<file path="config.mk">
export PLATFORM = sky130hd
export DESIGN_NAME = mem_port_arbiter
export DESIGN_NICKNAME = d
export VERILOG_FILES = /design/src/rtl/mem_port_arbiter.sv
export SDC_FILE = /design/constraint.sdc
export NUM_CORES = 1
export LEC_CHECK = 0
export ABC_AREA = 0
export CORE_MARGIN = 3
export CORE_UTILIZATION = 36
export DETAILED_ROUTE_END_ITERATION = 10
export HOLD_SLACK_MARGIN = 0.06
export PLACE_DENSITY = 0.76
export SYNTH_ARGS = -nofsm -noshare
export SYNTH_HDL_FRONTEND = slang
export SYNTH_SLANG_ARGS = --single-unit
</file>
<file path="constraint.sdc">
create_clock -name clk -period 1.65 [get_ports clk]
set_clock_uncertainty 0.15 [all_clocks]
set_input_delay 0.33 -clock clk [delete_from_list [all_inputs] [get_ports clk]]
set_output_delay 0.33 -clock clk [all_outputs]
set_load 0.05 [all_outputs]
</file>
<file path="src/rtl/mem_port_arbiter.sv">
// mem_port_arbiter
//   Shares one wait-stated memory port between the instruction-fetch
//   requester and the data (load/store) requester. Each access is
//   sequenced IDLE -> BUS -> RESP. The served requester gets a one-cycle
//   valid pulse in RESP. When both requesters are pending, the grant
//   goes to the one that was not granted last.
//
// Optional feature (compile-time macro MEM_ARBITER_IFETCH_BUFFER_EN):
//   Adds a one-entry fetch buffer {valid, address, word}. A granted fetch
//   that hits the buffer skips BUS and goes straight to RESP. A completed
//   store to the buffered address invalidates the entry.
//
// Ports
//   clk, reset                  clock, synchronous active-high reset
//   instr_req/instr_address     fetch request (held until instr_valid)
//   instr_readdata/instr_valid  fetch response
//   data_read/data_write        load / store request (never both high)
//   data_address/data_writedata/data_byteenable  load/store payload
//   data_readdata/data_valid    load/store response
//   mem_*                       registered external bus master side
//   mem_waitrequest/mem_readdata  bus slave side
//   busy                        high while an access is on the bus
module mem_port_arbiter #(
   parameter int ADDR_W = 32
) (
   input  logic              clk,
   input  logic              reset,
   input  logic              instr_req,
   input  logic [ADDR_W-1:0] instr_address,
   output logic [31:0]       instr_readdata,
   output logic              instr_valid,
   input  logic              data_read,
   input  logic              data_write,
   input  logic [ADDR_W-1:0] data_address,
   input  logic [31:0]       data_writedata,
   input  logic [3:0]        data_byteenable,
   output logic [31:0]       data_readdata,
   output logic              data_valid,
   output logic [ADDR_W-1:0] mem_address,
   output logic              mem_read,
   output logic              mem_write,
   output logic [31:0]       mem_writedata,
   output logic [3:0]        mem_byteenable,
   input  logic              mem_waitrequest,
   input  logic [31:0]       mem_readdata,
   output logic              busy
);

   typedef enum logic [1:0] {IDLE = 2'd0, BUS = 2'd1, RESP = 2'd2} state_t;

   localparam logic GRANT_INSTR = 1'b0;
   localparam logic GRANT_DATA  = 1'b1;

   state_t            state_q, state_d;
   logic              last_grant_q, last_grant_d;
   logic              winner_q, winner_d;
   logic [ADDR_W-1:0] mem_address_q, mem_address_d;
   logic              mem_read_q, mem_read_d;
   logic              mem_write_q, mem_write_d;
   logic [31:0]       mem_writedata_q, mem_writedata_d;
   logic [3:0]        mem_byteenable_q, mem_byteenable_d;
   logic [31:0]       instr_readdata_q, instr_readdata_d;
   logic [31:0]       data_readdata_q, data_readdata_d;
   logic              instr_valid_q, instr_valid_d;
   logic              data_valid_q, data_valid_d;

   logic              data_req;
   logic              grant_data;
   logic              ibuf_hit;
   logic [31:0]       ibuf_word;

`ifdef MEM_ARBITER_IFETCH_BUFFER_EN
   logic              ibuf_valid_q, ibuf_valid_d;
   logic [ADDR_W-1:0] ibuf_addr_q, ibuf_addr_d;
   logic [31:0]       ibuf_word_q, ibuf_word_d;

   assign ibuf_hit  = ibuf_valid_q && (ibuf_addr_q == instr_address);
   assign ibuf_word = ibuf_word_q;

   // Every bus-completed fetch refills the entry; a completed store to
   // the buffered address makes it stale.
   always_comb begin
      ibuf_valid_d = ibuf_valid_q;
      ibuf_addr_d  = ibuf_addr_q;
      ibuf_word_d  = ibuf_word_q;
      if (state_q == BUS && !mem_waitrequest) begin
         if (mem_read_q && winner_q == GRANT_INSTR) begin
            ibuf_valid_d = 1'b1;
            ibuf_addr_d  = mem_address_q;
            ibuf_word_d  = mem_readdata;
         end else if (mem_write_q && mem_address_q == ibuf_addr_q) begin
            ibuf_valid_d = 1'b0;
         end
      end
   end

   always_ff @(posedge clk) begin
      if (reset) begin
         ibuf_valid_q <= 1'b0;
         ibuf_addr_q  <= '0;
         ibuf_word_q  <= '0;
      end else begin
         ibuf_valid_q <= ibuf_valid_d;
         ibuf_addr_q  <= ibuf_addr_d;
         ibuf_word_q  <= ibuf_word_d;
      end
   end
`else
   assign ibuf_hit  = 1'b0;
   assign ibuf_word = '0;
`endif

   assign data_req = data_read | data_write;

   // Under contention the requester not served last wins.
   always_comb begin
      grant_data = data_req;
      if (data_req && instr_req) begin
         grant_data = (last_grant_q == GRANT_INSTR);
      end
   end

   always_comb begin
      state_d          = state_q;
      last_grant_d     = last_grant_q;
      winner_d         = winner_q;
      mem_address_d    = mem_address_q;
      mem_read_d       = mem_read_q;
      mem_write_d      = mem_write_q;
      mem_writedata_d  = mem_writedata_q;
      mem_byteenable_d = mem_byteenable_q;
      instr_readdata_d = instr_readdata_q;
      data_readdata_d  = data_readdata_q;
      instr_valid_d    = 1'b0;
      data_valid_d     = 1'b0;

      case (state_q)
         // RESP arbitrates exactly like IDLE; requests seen here are new.
         IDLE, RESP: begin
            state_d = IDLE;
            if (data_req || instr_req) begin
               last_grant_d = grant_data;
               winner_d     = grant_data;
               if (grant_data) begin
                  state_d          = BUS;
                  mem_address_d    = data_address;
                  mem_read_d       = data_read;
                  mem_write_d      = data_write;
                  mem_writedata_d  = data_writedata;
                  mem_byteenable_d = data_write ? data_byteenable : 4'b1111;
               end else if (ibuf_hit) begin
                  state_d          = RESP;
                  instr_valid_d    = 1'b1;
                  instr_readdata_d = ibuf_word;
               end else begin
                  state_d          = BUS;
                  mem_address_d    = instr_address;
                  mem_read_d       = 1'b1;
                  mem_write_d      = 1'b0;
                  mem_byteenable_d = 4'b1111;
               end
            end
         end
         BUS: begin
            if (!mem_waitrequest) begin
               state_d     = RESP;
               mem_read_d  = 1'b0;
               mem_write_d = 1'b0;
               if (winner_q == GRANT_DATA) begin
                  data_valid_d = 1'b1;
                  // Stores leave the load word untouched.
                  if (mem_read_q) begin
                     data_readdata_d = mem_readdata;
                  end
               end else begin
                  instr_valid_d    = 1'b1;
                  instr_readdata_d = mem_readdata;
               end
            end
         end
         default: state_d = IDLE;
      endcase
   end

   always_ff @(posedge clk) begin
      if (reset) begin
         state_q          <= IDLE;
         last_grant_q     <= GRANT_INSTR;
         winner_q         <= GRANT_INSTR;
         mem_address_q    <= '0;
         mem_read_q       <= 1'b0;
         mem_write_q      <= 1'b0;
         mem_writedata_q  <= '0;
         mem_byteenable_q <= '0;
         instr_readdata_q <= '0;
         data_readdata_q  <= '0;
         instr_valid_q    <= 1'b0;
         data_valid_q     <= 1'b0;
      end else begin
         state_q          <= state_d;
         last_grant_q     <= last_grant_d;
         winner_q         <= winner_d;
         mem_address_q    <= mem_address_d;
         mem_read_q       <= mem_read_d;
         mem_write_q      <= mem_write_d;
         mem_writedata_q  <= mem_writedata_d;
         mem_byteenable_q <= mem_byteenable_d;
         instr_readdata_q <= instr_readdata_d;
         data_readdata_q  <= data_readdata_d;
         instr_valid_q    <= instr_valid_d;
         data_valid_q     <= data_valid_d;
      end
   end

   assign mem_address    = mem_address_q;
   assign mem_read       = mem_read_q;
   assign mem_write      = mem_write_q;
   assign mem_writedata  = mem_writedata_q;
   assign mem_byteenable = mem_byteenable_q;
   assign instr_readdata = instr_readdata_q;
   assign data_readdata  = data_readdata_q;
   assign instr_valid    = instr_valid_q;
   assign data_valid     = data_valid_q;
   assign busy           = (state_q == BUS);

endmodule
</file>
==> results.json <==
{
  "worstSetupStartpointType": "flop",
  "cts.sinks": 139,
  "power_uw": 10440,
  "cts_tree": "yes",
  "rows": 44,
  "vias": 5741,
  "drtPass1Iterations": 5,
  "insertion_delay_ns": 0.40,
  "min_period_ns": 1.663,
  "avgSynthCellArea_um2": 8.772,
  "ys_seq_elements": 139,
  "grt_pass1_vias": 5741,
  "min_delay_path_depth": 2,
  "fmax_mhz": 601.4,
  "status": "complete, but fails checks",
  "grt_start_max_net_pins": 69,
  "dieArea_um2": 16700,
  "hold_viol": 0,
  "final_antenna_net_count": 0,
  "cts-htree-levels": 4,
  "cp-end-kind": "primary output",
  "synth_edf_count": 0,
  "min_to": "mem_address[9]",
  "timing.rr.start": "winner_q",
  "hp-start": "reset",
  "worst_pin_slew_ns": 0.4114,
  "die_w_um": 129.2,
  "io_pins": 275,
  "arrival_ns": 1.18,
  "grt_overflow": 0,
  "clockBufferDepth": 2,
  "synth.yosys.seq_area_share_pct": 50.92,
  "synth-async-reset-ratio_pct": 0,
  "path_max_fanout": 5,
  "place_area_um2": 9922,
  "grt_use_total_pct": 22.73,
  "nFillCells": 1010,
  "syn_area_um2": 5465,
  "nets": 1031,
  "core_area_um2": 14700,
  "reg2reg_slack_ns": 0.07,
  "rsz0062_at_grt": "true",
  "r2r_cells": 4,
  "tns_ns": -0.02249,
  "worstPathRequired_ns": 1.17,
  "setup_viol": 3,
  "numCtsBuffers": 17,
  "syn-num-nets": 761,
  "dp_hpwl_mm": 13.72,
  "ctsRootBufferMaster": "clkbuf_16",
  "min_path_type": "in -> reg",
  "wire_per_inst_um": 17.42,
  "first_iter_violations": 319,
  "r2r_end": "instr_readdata[3]",
  "crit_type": "reg -> out",
  "wl_mm": 19.01,
  "violations": "setup timing",
  "initial_core_util_pct": 37.18,
  "path_clk_slew_ns": 0.06,
  "yosys_warnings": 0,
  "vdd_drop_max_uv": 791.5,
  "die_h_um": 129.2,
  "worst_slack_ns": -0.01291,
  "cap_viol_max_count": 0,
  "route.detailed.drc": 0,
  "antenna_found_initial": 1,
  "dp_slack_ns": -0.4764,
  "period_share_pct": 100.8,
  "synthDistinctLibCells": 31,
  "viasPerCell": 5.262,
  "design_area_um2": 10590,
  "netlist_instances": 623,
  "layout-drive-gt1-share_pct": 25.39,
  "area_delta_synth_final_pct": 93.73,
  "grt_pass1_wl_mm": 29.95,
  "drv_slew": 0,
  "hold_ws_ns": 0.1174,
  "power.leakage_uw": 0.004005,
  "slew_headroom_pct": 72.54,
  "p_per_area_nw_per_um2": 986.2,
  "ys.flop_type": "dfxtp_1",
  "port_buffers": 274,
  "place_congestion": 0.7851
}
==> cells in the mapped netlist (2+ instances only) <==
master	instances	area, um^2
buf_2	13	65.06
a211oi_1	33	247.7
a21oi_1	131	655.6
dfxtp_1	139	2783
inv_1	2	7.510
buf_8	3	45.04
o221a_2	4	45.04
nand3_1	64	320.3
mux2i_1	32	320.3
nand2_1	70	262.8
clkbuf_1	38	142.6
nor2_1	4	15.01
clkbuf_2	2	10.01
o21ai_0	65	325.3
buf_6	7	78.83
==> routing by layer <==
metal / GRT usage (%) / vias up / share of wire (%)
li1: - / 2764 / -
met1: 26.64 / 2732 / 38
met2: 38.90 / 223 / 51
met3: 8.203 / 22 / 8.7
met4: 7.103 / 0 / 1.9
met5: 0 / - / 0
==> how the worst max path moves through the flow <==
| stage | startpoint | to |
|---|---|---|
| finish | state_q[0] | busy |
| global route | state_q[0] | busy |
| CTS | state_q[0] | busy |
| detailed placement | data_read | mem_address[29] |
| global placement | data_write | mem_address[2] |
| floorplan | winner_q | instr_readdata[10] |
==> layout by cell type, fill, tap and decap left out, types with 3 or more instances in the layout <==
cell,synthesis,routed
buf_12,0,149
dfxtp_1,139,135
clkdlybuf4s50_1,0,135
a21oi_1,131,131
nand2_1,70,70
nand3_1,64,64
o21ai_0,65,62
a211oi_1,33,32
mux2i_1,32,31
buf_4,0,27
clkbuf_16,0,17
clkinv_2,0,5
o221a_2,4,4
nor2_1,4,3
o21ai_1,0,3
clkinvlp_4,0,3
bufinv_16,0,3
dfxtp_2,0,3
==> worst max-delay path: stages, from the launching register on <==
cell and delay [ns]:
dfxtp_4 0.36, buf_6 0.09, nor2b_4 0.17, buf_12 0.15
==> state kept, by name (all words and copies together) (netlist names), 2 cells and up <==
signal / cells
data_readdata: 32
instr_readdata: 32
mem_address: 32
mem_byteenable: 4
mem_writedata: 32
state_q: 2
==> stage by stage <==
stage | std cells | util [%]
final | 1091 | 72.03
after global routing | 1091 | 72.03
after CTS | 1089 | 71.80
after detailed placement | 1055 | 67.50
after global placement | 1055 | 67.50
after floorplan | 623 | -
==> layout make-up <==
| class | instances | area, um^2 | share of cell area (%) |
|---|---|---|---|
| Tap cell | 184 | 230.2 | 2.174 |
| Multi-Input combinational cell | 418 | 2372 | 22.41 |
| Clock inverter | 15 | 172.7 | 1.631 |
| Sequential cell | 139 | 2790 | 26.35 |
| Antenna cell | 1 | 2.502 | 0.02363 |
| Timing Repair Buffer | 315 | 4587 | 43.32 |
| Inverter | 2 | 7.507 | 0.07090 |
| Clock buffer | 17 | 425.4 | 4.018 |
==> logic make-up after synthesis <==
kind of cell           after synthesis  synth area share, %
AOI/OAI and AO/OA                  237                24.02
and+or+nand+nor                    149                12.75
DFF                                139                50.92
buffers and inverters               66                6.456
muxes                               32                5.861
==> power by group <==
part / switching (uW) / internal (uW)
clock: 1470 / 2370
sequential: 220 / 3570
combinational: 1410 / 1400
==> repair_timing <==
| item | CTS | global route |
|---|---|---|
| hold buffers | 0 | 0 |
| setup buffers | 2 | 1 |
| endpoints found under the setup margin | 6 | 73 |
| pin swaps | 0 | 0 |
| gates resized for setup | 6 | 10 |
| hold endpoints to repair | 0 | 0 |
No activity file was read; power rests on OpenSTA's default activity.
